**src/rtl/systolic_pkg.sv**
```systemverilog
// Shared types and constants for the 1x4 systolic PE row and its operand feeder.
package systolic_pkg;
  localparam int DATA_W = 16;
  localparam int ACC_W  = 32;
  localparam int NUM_PE = 4;
  localparam int K_W    = 16;

  typedef logic [DATA_W-1:0] data_t;

  typedef enum logic [2:0] {
    IDLE,
    CLR,
    RUN,
    DRAIN,
    DONE
  } feeder_state_t;
endpackage

```
**src/rtl/sys_skew_line.sv**
```systemverilog
// One operand lane: a registered load stage followed by DEPTH delay stages.
// A cycle without a load shifts a zero in, so bubbles reach the PE as 0 operands.
module sys_skew_line #(
  parameter int DATA_W = 16,
  parameter int DEPTH  = 0
) (
  input  logic              clk,
  input  logic              rst,
  input  logic              load,
  input  logic [DATA_W-1:0] din,
  output logic [DATA_W-1:0] dout
);
  logic [DATA_W-1:0] stage [DEPTH+1];

  always_ff @(posedge clk) begin
    if (rst) begin
      for (int j = 0; j <= DEPTH; j++) stage[j] <= '0;
    end else begin
      stage[0] <= load ? din : '0;
      for (int j = 1; j <= DEPTH; j++) stage[j] <= stage[j-1];
    end
  end

  assign dout = stage[DEPTH];
endmodule

```
**src/rtl/systolic_feeder.sv**
```systemverilog
// Operand feeder for a 1x4 systolic PE row: job FSM, beat/drain counters, skewed lanes.
// Optional stall counter output enabled by defining SYSTOLIC_FEEDER_STALL_CNT_EN.
module systolic_feeder
  import systolic_pkg::*;
#(
  parameter int DATA_W = 16,
  parameter int K_W    = 16,
  parameter int NUM_PE = 4
) (
  input  logic                     clk,
  input  logic                     rst,
  input  logic                     start,
  input  logic [K_W-1:0]           k_len,
  input  logic                     in_valid,
  output logic                     in_ready,
  input  logic [NUM_PE*DATA_W-1:0] in_a,
  input  logic [DATA_W-1:0]        in_b,
  output logic                     arr_clr,
  output logic [DATA_W-1:0]        a0_o,
  output logic [DATA_W-1:0]        a1_o,
  output logic [DATA_W-1:0]        a2_o,
  output logic [DATA_W-1:0]        a3_o,
  output logic [DATA_W-1:0]        b0_o,
  output logic                     busy,
  output logic                     done,
`ifdef SYSTOLIC_FEEDER_STALL_CNT_EN
  output logic [K_W-1:0]           stall_cnt,
`endif
  output feeder_state_t            state
);
  // Handshake: a beat transfers on a rising edge where in_valid && in_ready;
  // in_ready is high only in RUN, and in_valid has no effect in any other state.
  localparam logic [1:0] DRAIN_INIT = 2'(NUM_PE - 1);

  feeder_state_t     next_state;
  logic [K_W-1:0]    beat_cnt;
  logic [1:0]        drain_cnt;
  logic              accept;
  logic              last_beat;
  logic [DATA_W-1:0] a_lane [NUM_PE];

  assign accept    = in_valid && in_ready;
  assign last_beat = accept && (beat_cnt == K_W'(1));

  always_ff @(posedge clk) begin
    if (rst) state <= IDLE;
    else     state <= next_state;
  end

  always_comb begin
    next_state = state;
    unique case (state)
      IDLE:    if (start) next_state = CLR;
      CLR:     next_state = (beat_cnt == '0) ? DONE : RUN;
      RUN:     if (last_beat) next_state = DRAIN;
      DRAIN:   if (drain_cnt == '0) next_state = DONE;
      DONE:    next_state = IDLE;
      default: next_state = IDLE;
    endcase
  end

  assign in_ready = (state == RUN);
  assign arr_clr  = (state == CLR);
  assign busy     = (state != IDLE);
  assign done     = (state == DONE);

  always_ff @(posedge clk) begin
    if (rst) begin
      beat_cnt  <= '0;
      drain_cnt <= '0;
    end else begin
      if (state == IDLE && start) beat_cnt <= k_len;
      else if (accept)            beat_cnt <= beat_cnt - K_W'(1);
      // Drain covers the extra hops PE3 needs after the last beat enters lane 0.
      if (last_beat)                            drain_cnt <= DRAIN_INIT;
      else if (state == DRAIN && drain_cnt != '0) drain_cnt <= drain_cnt - 2'd1;
    end
  end

`ifdef SYSTOLIC_FEEDER_STALL_CNT_EN
  always_ff @(posedge clk) begin
    if (rst || state == CLR) begin
      stall_cnt <= '0;
    end else if (state == RUN && !in_valid && stall_cnt != '1) begin
      stall_cnt <= stall_cnt + K_W'(1);
    end
  end
`endif

  sys_skew_line #(.DATA_W(DATA_W), .DEPTH(0)) u_b_lane (
    .clk  (clk),
    .rst  (rst),
    .load (accept),
    .din  (in_b),
    .dout (b0_o)
  );

  for (genvar i = 0; i < NUM_PE; i++) begin : g_a_lane
    sys_skew_line #(.DATA_W(DATA_W), .DEPTH(i)) u_a_lane (
      .clk  (clk),
      .rst  (rst),
      .load (accept),
      .din  (in_a[i*DATA_W +: DATA_W]),
      .dout (a_lane[i])
    );
  end

  assign a0_o = a_lane[0];
  assign a1_o = a_lane[1];
  assign a2_o = a_lane[2];
  assign a3_o = a_lane[3];
endmodule

```
**config.mk**
```make
export PLATFORM = sky130hd
export DESIGN_NAME = systolic_feeder
export DESIGN_NICKNAME = d
export VERILOG_FILES = /design/src/rtl/systolic_pkg.sv /design/src/rtl/sys_skew_line.sv /design/src/rtl/systolic_feeder.sv
export SDC_FILE = /design/constraint.sdc
export NUM_CORES = 1
export LEC_CHECK = 0
export BUFFER_PORTS_ARGS = -buffer_cell sky130_fd_sc_hd__buf_2
export CORE_ASPECT_RATIO = 1.5
export CORE_MARGIN = 4
export CORE_UTILIZATION = 48
export CTS_BUF_LIST = sky130_fd_sc_hd__clkbuf_8
export DETAILED_ROUTE_END_ITERATION = 8
export PLACE_DENSITY = 0.77
export SYNTH_ARGS = -nofsm -noshare
export SYNTH_HDL_FRONTEND = slang
export SYNTH_HIERARCHICAL = 1
export SYNTH_SLANG_ARGS = --single-unit
```
**constraint.sdc**
```tcl
create_clock -name clk -period 1.8 [get_ports clk]
set_clock_uncertainty 0.1 [all_clocks]
set_input_delay 0.54 -clock clk [delete_from_list [all_inputs] [get_ports clk]]
set_output_delay 0.54 -clock clk [all_outputs]
set_load 0.02 [all_outputs]
```
==> out/results.ini <==
[status]
violations = negative setup slack
status = complete, but fails checks

[worst_setup_path]
cp.arrival_ns = 1.36
critPathSlowestCell = dfxtp_4
path_max_fanout = 6
cp_top_family = flip-flops
critical_path_class = reg2out
ff2ff_path_depth = 4
reg2reg_slack_ns = -0.12
cp-end-kind = output pin
r2r_end = beat_cnt[14]
cp-start-kind = flop
cp.required_ns = 1.16
crit_chain = or3_4, buf_6
cp_num_buf_inv = 1
crit-reg2reg-launch = beat_cnt[7]
max_stage_delay_ns = 0.39

[sta]
setup_slack_ns = -0.196
tightestPinTransition_ns = 0.397
hold_viol_final = 0
min_period_ns = 2.00
fmax_ghz = 0.501
period_share = 1.11
drv_slew = 0
setup_viol = 20
rsz0062_at_grt = yes
slew_headroom = 0.734

[cts]
clkSinkCount = 197
cts-root-buf = clkbuf_8
cts_hold_buf = 0
cts.clk_slew.worst_paths_ns = 0.12
clk_latency_ns = 0.45
clockBufferDepth = 2
h-tree-depth = 4
cts_tree = done
cts_buffers = 17

[drt]
vias_per_cell = 4.85
dr_total_vias = 4626
routed_wl_um = 14800
drt_iter0_drc = 135
detail_route.wl_per_cell_um = 15.5
drcViolationCount = 0
antenna_left = 0
dr.pass1.iters = 5

[final_layout]
nets = 879
final_cell_mix = dfxtp_1 (190), buf_2 (178), nor2b_1 (76)
fillCellCount = 1078
drive_above_1_share = 0.478
syn2layout_area_growth_pct = 29.6
final_common_cell = dfxtp_1
finalInstanceArea_sq_mm = 0.00870

[power]
total_power_mw = 9.43
peakVddDrop_uv = 662
powerDensity_mw_per_mm2 = 1080
power_leakage_nw = 4.17

[hold_path]
hold_path.class = in2reg
hold_depth = 2
hp-start = in_a[6]
min_to = g_a_lane[0].u_a_lane/stage[0][6]

[floorplan]
die_h_um = 153
dieArea_sq_mm = 0.0160
fp.coreArea_sq_mm = 0.0136
start_util = 0.494
rows = 52
die_w_um = 105
io_pins = 187

[run]
maxCapViolCount = 0

[global_routing]
antenna_found_initial = 10
grt_use_total = 0.178
grt_max_degree = 70
grt_pass1_vias = 4691
grt_pass1_wl_um = 22700
overflow = 0

[logic_synthesis]
syn_nets = 674
synth-seq-cells = 197
syn_area_sq_mm = 0.00671
synth_ff_type = dfxtp_1
netlist_instances = 570
synth_edf_count = 0
yosys_warnings = 6
syn_avg_cell_area_sq_um = 11.8
ys_types = 53
synthArstFlopShare = 0
yosysSeqAreaShare = 0.588

[placed_design]
numPortBuffers = 186
hpwl_um = 10400
placed_area_sq_mm = 0.00780
place_congestion = 0.896

[repair_timing]
| action | 4_1_cts | 5_1_grt |
|---|---|---|
| resized for setup | 29 | 49 |
| setup endpoints to repair | 77 | 26 |
| setup buffers | 5 | 13 |
| gates cloned | 0 | 1 |
| pin swaps | 6 | 17 |
[sequential cells by signal, indices dropped and copies added (netlist names)]
name and flops:
state 3, beat_cnt 16, u_b_lane/stage 16, drain_cnt 2, g_a_lane.u_a_lane/stage 160
[cell families after synthesis]
logic type,after synthesis,synth area share
and+or+nand+nor,250,0.275
DFF,197,0.588
buffers and inverters,70,0.0738
AOI/OAI and AO/OA,37,0.0395
xor gates and xnor gates,9,0.0117
adders and majority gates,4,0.00746
muxes,3,0.00485
[worst max-delay path by stage]
stage | depth (start not counted) | end | slack [ns] | from
after floorplan | 5 | beat_cnt[14] | -0.05 | beat_cnt[5]
after global routing | 2 | busy | -0.25 | state[2]
after CTS | 2 | busy | -0.22 | state[2]
final | 2 | busy | -0.20 | state[2]
after detailed placement | 6 | beat_cnt[5] | -0.14 | start
after global placement | 6 | beat_cnt[5] | -0.1 | start
[routing by layer]
layer / up-vias / GRT usage / routed length [um]
met5: - / 0 / 88
met1: 2135 / 0.174 / 5110
met3: 50 / 0.0650 / 941
li1: 2293 / - / -
met4: 12 / 0.0881 / 536
met2: 136 / 0.327 / 8110
[power by group]
part	internal, mW	switching (mW)	leakage [nW]
logic	0.968	0.969	2.37
clock network	1.09	1.78	0.208
registers	4.52	0.101	1.60
[layout make-up]
type	instances	area, sq um	area share
diodes	4	10.0	0.00115
multi-input cells	303	2500	0.287
clock inverters	15	195	0.0224
inverters	6	26.3	0.00302
flip-flops and latches	197	3960	0.455
well taps	162	203	0.0233
clock buffers	17	234	0.0269
repair buffers	250	1570	0.181
[synth_stat cells (3+ instances only)]
library cell	number	area (sq um)
nor2_1	21	78.8
xnor2_1	7	61.3
a211oi_1	6	45.0
buf_6	12	135
nor3_1	6	30.0
buf_2	9	45.0
nor2b_1	76	475
nor2b_2	20	175
inv_1	6	22.5
o21ai_0	6	30.0
or4_1	3	22.5
nand2_1	10	37.5
nor4_2	5	62.6
and3b_2	16	160
ha_1	4	50.1
buf_4	35	263
nand4_1	3	18.8
and3b_1	65	569
a21o_1	3	22.5
clkbuf_1	8	30.0
nor4_1	5	31.3
a21oi_1	8	40.0
a211oi_2	3	37.5
dfxtp_1	197	3940
[metrics by stage]
step | hold WS [ns] | instances | utilization | setup WS, ns | setup TNS, ns
2_1_floorplan | 0.314 | 570 | - | -0.0524 | -0.0571
3_3_place_gp | 0.316 | 900 | 0.574 | -0.0982 | -1.32
3_5_place_dp | 0.320 | 900 | 0.574 | -0.140 | -4.61
4_1_cts | 0.191 | 936 | 0.615 | -0.216 | -0.749
5_1_grt | 0.187 | 954 | 0.640 | -0.248 | -3.19
6_report | 0.215 | 954 | 0.640 | -0.196 | -1.73
(Power assumes the default switching activity.)
